[config.mk]
export PLATFORM = sky130hd
export DESIGN_NAME = load_store_unit
export DESIGN_NICKNAME = d
export VERILOG_FILES = /design/src/rtl/load_store_unit.sv
export SDC_FILE = /design/constraint.sdc
export NUM_CORES = 1
export LEC_CHECK = 0
export BUFFER_PORTS_ARGS = -buffer_cell sky130_fd_sc_hd__buf_4
export CAP_MARGIN = 5
export CORE_MARGIN = 3
export CORE_UTILIZATION = 40
export CTS_CLUSTER_SIZE = 28
export DETAILED_ROUTE_END_ITERATION = 8
export GPL_TIMING_DRIVEN = 1
export PLACE_DENSITY = 0.68
export SLEW_MARGIN = 20
export SYNTH_ARGS = -nofsm -noshare
export SYNTH_HDL_FRONTEND = slang
export SYNTH_SLANG_ARGS = --single-unit
[constraint.sdc]
create_clock -name clk -period 4 [get_ports clk]
set_input_delay 0 -clock clk [delete_from_list [all_inputs] [get_ports clk]]
set_output_delay 0 -clock clk [all_outputs]
set_load 0.05 [all_outputs]
[src/rtl/load_store_unit.sv]
// load_store_unit: CPU-side initiator for a byte-write-enabled, synchronous-read
// data RAM port. Takes one load/store at a time, presents the registered word
// address / byte enables / lane-replicated write data for one cycle, waits
// RD_LATENCY edges for load data, then returns a one-cycle response.
// Optional build macro: LSU_MISALIGN_EXC_EN. When it is defined, misaligned
// half/word accesses are reported as errors. When it is undefined, the low
// address bits that cause the misalignment are ignored.
module load_store_unit #(
    parameter int XLEN       = 32,
    parameter int RD_LATENCY = 1
) (
    input  logic            clk,
    input  logic            rst,
    input  logic            req_valid,
    output logic            req_ready,
    input  logic            req_we,
    input  logic [2:0]      req_funct3,
    input  logic [XLEN-1:0] req_addr,
    input  logic [XLEN-1:0] req_wdata,
    output logic            resp_valid,
    output logic [XLEN-1:0] resp_rdata,
    output logic            resp_err,
    output logic [3:0]      mem_wea,
    output logic [XLEN-3:0] mem_addra,
    output logic [XLEN-1:0] mem_dina,
    input  logic [XLEN-1:0] mem_douta
);

    typedef enum logic [1:0] {IDLE, ACCESS, DATA, RESP} state_t;

    state_t      state_q, state_d;
    logic [1:0]  cnt_q;
    logic [1:0]  a_q;
    logic [2:0]  f3_q;
    logic        we_q;
    logic        accept;
    logic        illegal;
    logic        misaligned;
    logic        req_err;

    // Byte enables for a store, placed on the lanes selected by the low address bits.
    function automatic logic [3:0] store_wea(input logic [2:0] f3, input logic [1:0] a);
        case (f3[1:0])
            2'b00:   return 4'b0001 << a;
            2'b01:   return 4'b0011 << {a[1], 1'b0};
            default: return 4'hF;
        endcase
    endfunction

    // Write data replicated across all lanes so the enables alone pick the target.
    function automatic logic [XLEN-1:0] store_dina(input logic [2:0] f3, input logic [XLEN-1:0] wd);
        case (f3[1:0])
            2'b00:   return {4{wd[7:0]}};
            2'b01:   return {2{wd[15:0]}};
            default: return wd;
        endcase
    endfunction

    // Extract the addressed byte/half from the RAM word and sign- or zero-extend it.
    function automatic logic [XLEN-1:0] load_format(input logic [2:0] f3, input logic [1:0] a,
                                                    input logic [XLEN-1:0] dout);
        logic        [7:0]      b;
        logic        [15:0]     h;
        logic signed [7:0]      b_s;
        logic signed [15:0]     h_s;
        logic signed [XLEN-1:0] ext;
        b   = dout[{a, 3'b000} +: 8];
        h   = dout[{a[1], 4'b0000} +: 16];
        b_s = $signed(b);
        h_s = $signed(h);
        case (f3)
            3'b000:  begin ext = b_s; return $unsigned(ext); end
            3'b001:  begin ext = h_s; return $unsigned(ext); end
            3'b100:  return {24'b0, b};
            3'b101:  return {16'b0, h};
            default: return dout;
        endcase
    endfunction

    assign accept  = req_valid & req_ready;
    assign illegal = req_we ? (req_funct3[2] | (req_funct3[1:0] == 2'b11))
                            : ((req_funct3 == 3'b011) | (req_funct3 == 3'b110) | (req_funct3 == 3'b111));
`ifdef LSU_MISALIGN_EXC_EN
    assign misaligned = ((req_funct3[1:0] == 2'b01) & req_addr[0]) |
                        ((req_funct3[1:0] == 2'b10) & (req_addr[1:0] != 2'b00));
`else
    assign misaligned = 1'b0;
`endif
    assign req_err = illegal | misaligned;

    // State register.
    always_ff @(posedge clk or posedge rst) begin
        if (rst) state_q <= IDLE;
        else     state_q <= state_d;
    end

    // Next-state logic: errors skip the RAM entirely, stores finish after ACCESS.
    always_comb begin
        state_d = state_q;
        case (state_q)
            IDLE:    if (accept) state_d = req_err ? RESP : ACCESS;
            ACCESS:  state_d = we_q ? RESP : DATA;
            DATA:    if (cnt_q == 2'd0) state_d = RESP;
            RESP:    state_d = IDLE;
            default: state_d = IDLE;
        endcase
    end

    // Handshake outputs decoded from the current state.
    always_comb begin
        req_ready  = (state_q == IDLE);
        resp_valid = (state_q == RESP);
    end

    // Read-latency down-counter: loaded in ACCESS, reaches zero on the last DATA cycle.
    always_ff @(posedge clk or posedge rst) begin
        if (rst)                    cnt_q <= 2'd0;
        else if (state_q == ACCESS) cnt_q <= 2'(RD_LATENCY - 1);
        else if (state_q == DATA)   cnt_q <= cnt_q - 2'd1;
    end

    // Request capture, RAM port drive and response data; wea lives for ACCESS only.
    always_ff @(posedge clk or posedge rst) begin
        if (rst) begin
            a_q        <= 2'b00;
            f3_q       <= 3'b000;
            we_q       <= 1'b0;
            mem_wea    <= 4'h0;
            mem_addra  <= '0;
            mem_dina   <= '0;
            resp_rdata <= '0;
            resp_err   <= 1'b0;
        end else begin
            mem_wea <= 4'h0;
            if (accept) begin
                a_q        <= req_addr[1:0];
                f3_q       <= req_funct3;
                we_q       <= req_we;
                mem_addra  <= req_addr[XLEN-1:2];
                mem_dina   <= store_dina(req_funct3, req_wdata);
                resp_rdata <= '0;
                resp_err   <= req_err;
                if (req_we && !req_err)
                    mem_wea <= store_wea(req_funct3, req_addr[1:0]);
            end else if (state_q == DATA && cnt_q == 2'd0) begin
                resp_rdata <= load_format(f3_q, a_q, mem_douta);
            end
        end
    end

endmodule

# After elaboration in Yosys (flattened, before gate mapping)
# Index checks and enable logic that the tools add are counted.
dict set report word_totals {
  regBits 109
  in_bits 103
  output_inout_bits 101
  elab_cells 57
}
dict set report op_classes {
  addsub 1
  n_eq_ne 13
  shifts 4
  mux 15
  n_bitwise 4
  reduce_logical 10
}
# cell count
set ops {}
lappend ops {{$pmux 32 s4} 1}
lappend ops {{$mux 32} 2}
lappend ops {{$pmux 32 s2} 1}
lappend ops {{$shiftx 32x6->16} 1}
lappend ops {{$shiftx 32x6->8} 1}
lappend ops {{$eq 3x3->1 const B} 4}
lappend ops {{$mux 2} 5}
lappend ops {{$mux 4} 2}
lappend ops {{$pmux 2 s4} 1}
lappend ops {{$pmux 4 s2} 1}
lappend ops {{$eq 2x2->1 const B} 3}
lappend ops {{$logic_not 2->1} 3}
lappend ops {{$eq 2x1->1 const B} 2}
lappend ops {{$reduce_bool 2->1} 2}
lappend ops {{$shl 1x2->4 const A} 1}
lappend ops {{$shl 2x2->4 const A} 1}
lappend ops {{$eq 3x1->1 const B} 1}
lappend ops {{$eq 3x2->1 const B} 1}
lappend ops {{$logic_not 3->1} 1}
lappend ops {{$or 1x1->1} 3}
lappend ops {{$logic_and 1x1->1} 2}
lappend ops {{$mux 1} 2}
lappend ops {{$ne 2x1->1 const B} 1}
lappend ops {{$ne 2x2->1 const B} 1}
lappend ops {{other kinds (4)} 4}

# Depth between registers and ports, before layout
# Gate-level depths: netlist of run 1.
dict set report depth {
  ltp_word 8
  ltp_mapped 9
  mapped_depth_nobuf 6
}

# Least setup slack after synthesis of run 1
# Ideal clock, no wire load.
dict set report synth_path {
  path_type {reg2reg}
  startpoint {register state_q[0]}
  endpoint {register resp_rdata[16]}
  t_arrival_ns 2.217
  t_required_ns 3.874
  path_slack_ns 1.657
  path_stages_with_launch 10
  period_less_slack_ns 2.343
  path_cell_list {dfrtp_1 inv_1 ha_1 nand2_2 and3_1 buf_6 and2_4 buf_6 buf_6 a221o_1}
}
dict set report synth_between {
  elab_chain_cells 3
  word_cells_on_any_way 6
  classes_between {eq/ne (1); mux (1); bitwise (1); reduce/logical (3)}
}
# item line_no
set synth_rtl {}
lappend synth_rtl {{from (decl)} 31} ;# state_t state_q, state_d;
lappend synth_rtl {{from (signal assigned)} 94} ;# else state_q <= state_d;
lappend synth_rtl {{$logic_not 2->1 *} 111} ;# req_ready = (state_q == IDLE);
lappend synth_rtl {{named net req_ready} 15} ;# output logic req_ready,
lappend synth_rtl {{$and 1x1->1 *} 80} ;# assign accept = req_valid & req_ready;
lappend synth_rtl {{$mux 32 / $reduce_bool 2->1 (equally long branches)} -}
lappend synth_rtl {{to (signal assigned)} 146} ;# resp_rdata <= load_format(f3_q, a_q, mem_douta);
lappend synth_rtl {{to (decl)} 21} ;# output logic [XLEN-1:0] resp_rdata,
# The timed path passes the listed nets; every way through them passes the cells marked *.
# A chain may end at the register's enable or synchronous reset.

# Worst setup path in the final report of run 1
dict set report layout_path {
  startpoint {register state_q[1]}
  endpoint {register resp_rdata[30]}
}
dict set report layout_between {
  elab_chain_cells 3
  word_cells_on_any_way 6
  classes_between {eq/ne (1); mux (1); bitwise (1); reduce/logical (3)}
}
# item line_no
set layout_rtl {}
lappend layout_rtl {{$logic_not 2->1 / $eq 2x2->1 (equally long branches)} {111, 145}}
lappend layout_rtl {{$and 1x1->1 / $logic_and 1x1->1 (equally long branches)} {80, 145}}
lappend layout_rtl {{$mux 32 / $reduce_bool 2->1 (equally long branches)} -}
# Several ways; a longest one is shown, not always the timed one.

==> impl_summary.md, run 1 <==
STA
The maximum frequency from static timing analysis is 0.375 GHz. The final max-slew violation count is 0. Setup violations remaining at the end of the flow were counted as 0.

Setup repair after global routing left no endpoint under its margin. For the finished layout, the period the worst path requires is 2.67 ns. The total negative setup slack is 0 ns. The actual transition at the worst max-transition pin is 0.904 ns. The final worst clock skew is 0.00582 ns. Of the available clock period, the critical path in the final layout requires 0.667. The relative slew slack is 0.398. The hold violation count in the final report was 0.

Pwr
The worst-case IR drop observed on VDD is 528 uV. After layout, the design draws a total of 6.66 mW. The power density normalized to cell area is 855 mW/mm^2. The standby leakage power is 3.80 nW.

Worst setup path
The slowest cell on the critical path is nor4_4. The arrival time of data at the critical path endpoint is 2.95 ns. The largest single stage delay on the critical path is 0.78 ns. STA puts the critical path data required time at 4.28 ns. Of all nets on the critical path, the largest fanout is 53. The kind of cell with the highest combined delay along the critical path is simple AND/OR/NAND/NOR gates. The worst-case register-to-register setup slack is 1.33 ns. The total buffers and inverters traversed by the critical path is 2. The worst setup path is captured at a flop.

The worst setup path is launched from a flop. The critical path goes through inv_1 > ha_1 > nand2_2 > buf_4 > nand3_1 > nor4_4 > a221o_1. The worst setup path is of the reg -> reg kind.

Synth
The Yosys step of the flow raised 0 warnings. After synthesis, the cell types taking the most area are dfrtp_1, mux2_2, mux2i_1. The dominant register cell in the synthesized netlist is dfrtp_1. Counting every net in the synthesized netlist gives 528. The post-synth design cell area is 0.00494 mm^2.

The synthesized flop and latch total is 109. The count of flip-flops with a built-in enable after synthesis is 0. The number of distinct library cells after synthesis is 41.

The most area-hungry cell type in the Yosys netlist is dfrtp_1. The share of the Yosys chip area taken by registers is 0.552. For this run, asynchronously set or reset flops after synthesis account for 1.00. After synthesis, the mean cell area works out to 11.8 um^2. In the synthesized netlist, the number of instances is 419. The share of the synthesized area in the top cell type is 0.552.

Placed design
The congestion estimate from routability-driven global placement came to 0.782. The count of input and output buffers is 203. The detailed placement HPWL is 10500 um.

Drt
Summed over all layers, the routed wires come to 15200 um. The first routing iteration left 255 violations. The number of optimization iterations in the first detailed-route pass is 4. The number of vias per cell after detailed routing is 5.08. Dividing the detail-routed wire length by the instance count gives 17.4 um.

The detailed-route DRC error count is 0. The final antenna-violating net count is 0. The count of vias placed by the detailed router is 4425.

Floorplan
From left edge to right edge, the die measures 117 um. The die covers 0.0137 mm^2. Row generation in the floorplan step produced 39 rows.

The die boundary height is 117 um. The effective utilization at floorplan is 0.420. During I/O placement, the number of pins put on the boundary was 204. The total area inside the core boundary comes to 0.0118 mm^2.

Final layout
At the end of the flow, the number of nets in the layout was 811. The area overhead of the layout relative to synthesis is 57.6%. The final standard cell utilization of the core is 0.662. The fraction of final layout cells sized beyond drive strength 1 is 0.403. The antenna diode instance count is 0.

Clocking
Buffers added to address setup during post-CTS repair amount to 0. Clock-pin slew was measured on the worst setup and hold paths at 0.07 ns. The clock latency of the later-clocked register in the worst-skew pair is 0.35 ns. The clock passes through at most 2 buffers. The H-tree level count is 3. The TritonCTS clock tree is yes. The tree built by TritonCTS fans out to 109 sinks. The clock buffer count from CTS is 9.

The clock root buffer is clkbuf_16.

Global route
In the global route stage, overall resource usage came out at 0.224. The initial antenna violation count is 0. After global routing the overflow that remains totals 0. Entering global routing, the biggest net connects 76 pins.

The first-pass GRT wire length is 23700 um. The via count of the first global-routing pass is 4635.

Run
The count of max-cap constraint violations is 0.

Outcome
The flow ran to the end, and the final reports show no timing, DRC or antenna violations.

Hold path
The worst hold-check path type is in -> reg.
-- cell type report --
cell class                      count  area [um^2]
Multi-Input combinational cell    267         2020
Timing Repair Buffer              299         2470
Fill cell                         867         3970
Sequential cell                   109         2730
Inverter                           16         62.6
Clock inverter                      6         61.3
Tap cell                          164          205
Clock buffer                       10          239
-- worst reg2reg max path, delay by kind of cell (launching register included) --
kind                       cells  cell delay [ns]
and+or+nand+nor                3             1.24
DFF                            1             0.42
buffers and inverters          2             0.49
adders and majority gates      1             0.24
AOI/OAI and AO/OA              1             0.22
-- worst paths after layout --
path,start,to,cells past startpoint
worst max-delay path,state_q[1],resp_rdata[30],7
worst min-delay path,mem_douta[8],resp_rdata[8],3
worst max register to register,state_q[1],resp_rdata[30],7
worst min register to register,resp_rdata[11],resp_rdata[11],1
max in group asynchronous,rst,mem_dina[18],4
min in group asynchronous,rst,mem_addra[11],3
-- logic make-up after synthesis --
group | after synthesis | synth area share
buffers and inverters | 43 | 0.0410
AOI/OAI and AO/OA | 100 | 0.141
and+or+nand+nor | 82 | 0.0745
muxes | 79 | 0.176
DFF | 109 | 0.552
adders and majority gates | 6 | 0.0152
-- report_power, final --
part / internal, mW / switching [mW]
sequential: 1.60 / 0.370
clock: 0.502 / 0.405
combinational: 1.28 / 2.50
total: 3.38 / 3.27
-- sequential cells by signal (all words and copies together) (netlist names) --
signal	flops
a_q	2
cnt_q	2
f3_q	3
mem_addra	30
mem_dina	32
mem_wea	4
resp_err	1
resp_rdata	32
state_q	2
we_q	1
-- synthesized netlist by cell type (all sizes together), types with 7 or more instances --
master and instances:
dfrtp 109, o221ai 7, clkbuf 12, a221o 16, buf 15, nand2 46, o21ai 37, inv 16
a21o 7, nor2 22, mux2 52, mux2i 27, a21oi 17, a221oi 8
-- layer usage --
layer	wire [um]	up-vias	GRT usage
li1	-	2060	-
met1	6070	2136	0.267
met2	7510	203	0.385
met3	1200	26	0.0607
met4	416	0	0.0902
met5	0	-	0
-- layout by cell type (no fill, tap or decap), types with 2 or more instances in the layout --
cell type,synthesis,routed
a21o_1,7,7
a21oi_1,17,16
a221o_1,16,16
a221oi_1,7,7
buf_4,2,207
clkbuf_16,0,9
clkinv_2,0,3
dfrtp_1,109,109
dlygate4sd3_1,0,92
ha_1,6,6
inv_1,16,15
mux2_2,51,51
mux2i_1,26,26
nand2_1,45,45
nand2b_1,4,4
nor2_1,21,21
o21ai_0,37,37
o21bai_1,2,2
o221ai_1,7,7
-- metrics by stage --
stage | hold slack (ns) | cell area (um^2) | std cells | setup WS [ns]
floorplan | 0.117 | 4940 | 419 | 1.13
global placement | 0.233 | 6570 | 763 | 1.46
detailed placement | 0.239 | 6570 | 763 | 1.35
CTS | 0.00909 | 7790 | 871 | 1.30
global route | 0.0334 | 7790 | 871 | 1.11
finish | 0.0272 | 7790 | 871 | 1.33
-- repair_timing --
action                                 in CTS  in global routing
gates resized for setup                     0                  0
endpoints found under the hold margin     168                  0
hold buffers                               92                  0
Note: power is estimated with default switching activity, not from simulation.
==> run 2: changes to the inputs <==
--- a/config.mk
+++ b/config.mk
@@ -12,7 +12,7 @@
 export CTS_CLUSTER_SIZE = 28
 export DETAILED_ROUTE_END_ITERATION = 8
 export GPL_TIMING_DRIVEN = 1
-export PLACE_DENSITY = 0.68
+export PLACE_DENSITY = 0.71
 export SLEW_MARGIN = 20
 export SYNTH_ARGS = -nofsm -noshare
 export SYNTH_HDL_FRONTEND = slang
==> constraint.sdc (replaced) <==
create_clock -name clk -period 2.4 [get_ports clk]
set_input_delay 0 -clock clk [delete_from_list [all_inputs] [get_ports clk]]
set_output_delay 0 -clock clk [all_outputs]
set_load 0.05 [all_outputs]
==> impl_summary.md, run 2 (same netlist as run 1, synthesis figures left out) <==
Outcome
The flow ran to the end, and the final reports show no timing, DRC or antenna violations.

STA
The setup-violating endpoint count in the final report is 0 (unchanged). The maximum frequency from static timing analysis was 0.474 GHz (+27%). The relative slew slack is 0.470 (+0.0720). The final cycle utilization of the critical path is 0.879 (+0.212). The hold violation count in the final report is 0 (unchanged).

The setup slack of the critical path after layout was 0.290 ns (-1.04 ns). Setup repair after global routing left no endpoint under its margin. The actual transition at the worst max-transition pin is 0.790 ns (-0.114 ns). The total negative setup slack is 0 ns (unchanged). The final max-slew violation count was 0 (unchanged). The final worst clock skew was 0.00496 ns (-0.000869 ns). The shortest clock period the worst path allows after layout is 2.11 ns (-0.560 ns).

Final layout
Leaving out fill and tap cells, the most frequent cells in the layout are buf_4, dfrtp_1, dlygate4sd3_1, mux2_2, nand2_1. The total area of multi-input combinational cells came to 0.00202 mm^2 (unchanged). The final standard cell utilization of the core was 0.665 (+0.00319). The leading cell type in the layout, fill and taps excluded is buf_4.

The fraction of final layout cells sized beyond drive strength 1 is 0.405 (+0.00168). The flip-flop and latch area is 0.00273 mm^2 (unchanged). The number of inserted filler cells in the final layout is 869 (+0.23%). The final layout net count is 814 (+0.37%). The area overhead of the layout relative to synthesis is 58.3%.

The cell area after layout is 0.00782 mm^2 (+0.48%). The non-filler instance count after layout came to 874 (+0.34%). The largest registers in the layout are mem_dina: 32 flops, resp_rdata: 32 flops, mem_addra: 30 flops.

Run
The count of max-cap constraint violations is 0 (unchanged).

Placed design
The setup slack at placement came to 0.316 ns (-1.03 ns). The detailed placement HPWL is 10000 um (-3.9%). The count of input and output buffers is 203 (unchanged). The weighted congestion reported at the end of routability-driven placement was 0.813 (+4.0%). The post-detailed-placement cell area is 0.00662 mm^2 (+0.86%). The number of cells in the design after placement is 767 (+0.52%).

Clocking
The post-CTS setup buffer count is 0 (unchanged). The H-tree level count came to 3 (unchanged). The clock root buffer is clkbuf_16. The quantity of gates resized following cts is 0 (unchanged).

The clock transition at the registers of the reported paths is 0.07 ns (about the same). The clock buffer count from CTS is 9 (unchanged). The number of sinks handled by clock tree synthesis was 109 (unchanged).

The clock latency of the later-clocked register in the worst-skew pair is 0.34 ns (about the same). TritonCTS built the clock tree. The maximum buffer depth of the clock tree was 2 (unchanged). The total of hold buffers inserted after clock tree synthesis is 91 (-1.1%).

Drt
The number of optimization iterations in the first detailed-route pass was 4 (unchanged). The detailed-route DRC error count is 0 (unchanged). The average wire length per cell after detail routing is 17.3 um (-0.84%). The total wire length is 15100 um (-0.50%). The number of vias per cell after detailed routing is 5.11 (+0.67%).

The count of vias placed by the detailed router is 4470 (+1.0%). The final antenna-violating net count is 0 (unchanged). The violation count after the first detailed-routing iteration is 287 (+13%).

Worst setup path
The nature of the critical path startpoint is a flop. The worst setup path is of the reg -> reg kind. The maximum net fanout on the critical path is 16 (-70%). The arrival time of data at the critical path endpoint is 2.38 ns (-0.57 ns). The required time of the critical path is 2.67 ns (-1.61 ns).

The destination of the worst register-to-register timing path is resp_rdata[31]. The worst-case register-to-register setup slack is 0.29 ns (-1.04 ns). The cell depth of the worst flop-to-flop path is 6 (-1). In this run the critical register-to-register path is launched from state_q[1]. The worst setup path is captured at a flop.

Hold path
The worst-case hold path end point is resp_rdata[8]. The tightest min-delay check is of the in -> reg type. The worst hold path begins at mem_douta[8]. The worst hold path depth came to 3 (unchanged).

Global route
The overall routing resource usage is 0.221 (-0.00353). The via count of the first global-routing pass is 4625 (-0.22%). The total global routing overflow is 0 (unchanged).

The initial antenna violation count is 1 (+1). The largest net degree at the start of global routing is 59 (-22%). The first-pass GRT wire length is 23500 um (-0.96%).

Pwr
The largest vdd supply drop is 846 uV (+60%). The standby leakage power is 3.81 nW (+0.25%). The power density normalized to cell area is 1410 mW/mm^2 (+65%).

Floorplan
The total number of placement rows is 39 (unchanged). The core area is 0.0118 mm^2 (unchanged). The die boundary height came to 117 um (unchanged). The total I/O pin count is 204 (unchanged). The die footprint was 0.0137 mm^2 (unchanged). The effective utilization at floorplan is 0.420 (unchanged). The x dimension of the die is 117 um (unchanged).
run 2: worst max-delay path by stage:
stage | from | endpoint | slack, ns
2_1_floorplan | state_q[0] | resp_rdata[16] | 0.06
3_3_place_gp | state_q[1] | resp_rdata[17] | 0.39
3_5_place_dp | state_q[1] | resp_rdata[31] | 0.32
4_1_cts | state_q[1] | resp_rdata[31] | 0.29
5_1_grt | state_q[0] | resp_rdata[22] | 0.12
6_report | state_q[1] | resp_rdata[31] | 0.29
run 2: final cells by class:
cell class                 count  area share
antenna                        1    0.000320
clock buffer                  10      0.0293
clock inverter                 5     0.00768
inverter                      16     0.00816
multi-input combinational    267       0.258
sequential                   109       0.349
tap                          164      0.0262
timing repair buffer         302       0.322
run 2: report_power, final:
part	internal [mW]	switching (mW)
clock	0.810	0.657
combinational	2.17	4.19
sequential	2.67	0.572
total	5.65	5.42
run 2: layer usage:
metal | part of all wire | track usage | wire length (um) | vias up
met4 | 0.038 | 0.107 | 569 | 0
met5 | 0 | 0 | 0 | -
met3 | 0.074 | 0.0586 | 1120 | 46
li1 | - | - | - | 2081
met1 | 0.39 | 0.258 | 5910 | 2124
met2 | 0.50 | 0.376 | 7510 | 219
run 2: through the flow:
step	power, mW	hold WS, ns
2_1_floorplan	7.55	0.117
3_3_place_gp	9.34	0.0153
3_5_place_dp	9.48	0.0189
4_1_cts	11.1	0.0242
5_1_grt	11.6	0.0430
6_report	11.1	0.0348
run 2: critical path: stages (launching register included):
cell and delay (ns):
dfrtp_1 0.41, inv_1 0.11, ha_1 0.24, nand2_2 0.21, nand3_1 0.18, nor4_4 0.69
a221o_1 0.22
==> run 3: changes to the inputs <==
--- a/config.mk
+++ b/config.mk
@@ -7,7 +7,7 @@
 export LEC_CHECK = 0
 export BUFFER_PORTS_ARGS = -buffer_cell sky130_fd_sc_hd__buf_4
 export CAP_MARGIN = 5
-export CORE_MARGIN = 3
+export CORE_MARGIN = 2
 export CORE_UTILIZATION = 40
 export CTS_CLUSTER_SIZE = 28
 export DETAILED_ROUTE_END_ITERATION = 8
==> impl_summary.md, run 3 (same netlist as run 1, synthesis figures left out) <==
Final layout
The number of inserted filler cells in the final layout came to 885 (+1.8%). Compared with the post-synthesis result, the final layout area differs by 57.9%. The largest registers in the layout are mem_dina: 32 flops, resp_rdata: 32 flops, mem_addra: 30 flops. The library cells used most frequently in the layout, excluding fill and tap cells, are buf_4, dfrtp_1, dlygate4sd3_1, mux2_2, nand2_1.

The final layout net count is 810 (-0.49%). The fraction of final layout cells sized beyond drive strength 1 is 0.407 (+0.00172). The library cell used most frequently in the layout, excluding fill and tap cells, is buf_4. The antenna diode instance count is 0 (-1).

Placed design
The weighted congestion reported at the end of routability-driven placement was 0.833 (+2.5%). The detailed placement HPWL is 9710 um (-3.3%). The count of input and output buffers is 203 (unchanged).

STA
The total negative setup slack was 0 ns (unchanged). The hold violation count in the final report came to 0 (unchanged). The final worst clock skew is 0.00564 ns (+0.000680 ns).

The setup-violating endpoint count in the final report was 0 (unchanged). The relative slew slack is 0.490 (+0.0208). The maximum frequency from static timing analysis came to 0.522 GHz (+10%).

The final max-slew violation count is 0 (unchanged). The actual transition at the worst max-transition pin is 0.759 ns (-0.0310 ns). Setup repair after global routing left no endpoint under its margin.

The shortest clock period the worst path allows after layout was 1.92 ns (-0.193 ns). The final cycle utilization of the critical path is 0.799 (-0.0803).

Worst setup path
The maximum net fanout on the critical path is 16 (unchanged). The startpoint of the worst-slack reg-to-reg timing path is state_q[1]. The category of the worst setup path capture point is a flop. The cell depth of the worst flop-to-flop path is 6 (unchanged). The worst setup path is of the reg -> reg kind. The worst register-to-register path ends at resp_rdata[18]. The required time of the critical path is 2.69 ns (+0.02 ns). The worst-case register-to-register setup slack was 0.48 ns (+0.19 ns).

The worst setup path is launched from a flop. The arrival time of data at the critical path endpoint is 2.20 ns (-0.18 ns).

Global route
The initial antenna violation count is 0 (-1). The first-pass GRT wire length is 23200 um (-1.3%). The total global routing overflow was 0 (unchanged).

The overall routing resource usage is 0.223 (+0.00244). The largest net degree at the start of global routing came to 110 (+86%). The via count of the first global-routing pass is 4748 (+2.7%).

Clocking
The post-CTS setup buffer count is 0 (unchanged). The quantity of gates resized following cts is 0 (unchanged). TritonCTS built the clock tree. The clock buffer count from CTS is 9 (unchanged). The H-tree level count is 3 (unchanged). The number of sinks handled by clock tree synthesis is 109 (unchanged). The clock transition at the registers of the reported paths is 0.07 ns (about the same). The total of hold buffers inserted after clock tree synthesis is 89 (-2.2%). The clock root buffer is clkbuf_16. The clock latency of the later-clocked register in the worst-skew pair is 0.35 ns (about the same). The maximum buffer depth of the clock tree was 2 (unchanged).

Floorplan
The die footprint is 0.0133 mm^2 (-3.4%). The core area is 0.0120 mm^2 (+2.1%). The die boundary height is 115 um (-1.7%). The total number of placement rows is 40 (+2.6%). The x dimension of the die is 115 um (-1.7%). The effective utilization at floorplan came to 0.411 (-0.00880). The total I/O pin count is 204 (unchanged).

Hold path
The path class of the tightest hold or removal check is in -> reg. The launch instance of the worst min-delay path is req_wdata[16]. The worst hold path depth is 3 (unchanged). The worst-case hold path end point is mem_dina[16].

Drt
The number of vias per cell after detailed routing is 5.14 (+0.56%). The final antenna-violating net count was 0 (unchanged). The violation count after the first detailed-routing iteration is 263 (-8.4%).

The count of vias placed by the detailed router is 4387 (-1.9%). The number of optimization iterations in the first detailed-route pass was 4 (unchanged). The detailed-route DRC error count is 0 (unchanged). The average wire length per cell after detail routing is 17.0 um (-1.5%).

The total wire length is 14500 um (-3.9%).

Run
The count of max-cap constraint violations was 0 (unchanged).

Pwr
The largest vdd supply drop is 946 uV (+12%). The final total power is 11.2 mW (+0.83%). The power density normalized to cell area came to 1430 mW/mm^2 (+1.1%). The standby leakage power is 3.81 nW (about the same).

Outcome
The flow ran to the end, and the final reports show no timing, DRC or antenna violations.
run 3: worst max path at each step:
stage / start / end / slack (ns) / depth (start not counted)
after floorplan: state_q[0] / resp_rdata[16] / 0.06 / 9
after global placement: state_q[1] / resp_rdata[19] / 0.59 / 6
after detailed placement: state_q[1] / resp_rdata[18] / 0.49 / 6
after CTS: state_q[1] / resp_rdata[31] / 0.48 / 6
after global routing: state_q[0] / resp_rdata[18] / 0.35 / 6
final: state_q[1] / resp_rdata[18] / 0.48 / 6
run 3: cell type report:
cell class | count | area (um^2) | share of cell area
Sequential cell | 109 | 2730 | 0.350
Timing Repair Buffer | 298 | 2480 | 0.319
Multi-Input combinational cell | 267 | 2020 | 0.258
Clock buffer | 10 | 239 | 0.0306
Tap cell | 147 | 184 | 0.0236
Clock inverter | 6 | 86.3 | 0.0111
Inverter | 16 | 63.8 | 0.00818
run 3: layer usage:
layer  GRT usage  routed length [um]  up-vias
li1            -                   -     2066
met5           0                   0        -
met1       0.265                5860     2111
met3      0.0564                1090       23
met2       0.392                7280      187
met4      0.0835                 304        0
run 3: critical path, stage by stage (launching register included):
cell     delay [ns]
dfrtp_1        0.42
inv_1          0.10
ha_1           0.23
nand2_2        0.08
nand3_1        0.13
nor4_4         0.67
a221o_1        0.22
run 3: power breakdown:
part           leakage, nW  internal [mW]  total (mW)  switching, mW
registers             1.37           2.67        3.23          0.567
clock network        0.158          0.942        1.62          0.675
logic                 2.28           2.16        6.31           4.15
total                 3.81           5.77        11.2           5.39
run 3: per-stage QoR:
step                std cells   util  hold slack, ns  worst slack (ns)  instance area (um^2)
floorplan                 419      -           0.117            0.0567                  4940
global placement          748  0.548           0.220             0.588                  6590
detailed placement        748  0.548           0.223             0.494                  6590
CTS                       853  0.649          0.0198             0.476                  7800
global route              853  0.649          0.0239             0.345                  7800
finish                    853  0.649          0.0190             0.483                  7800
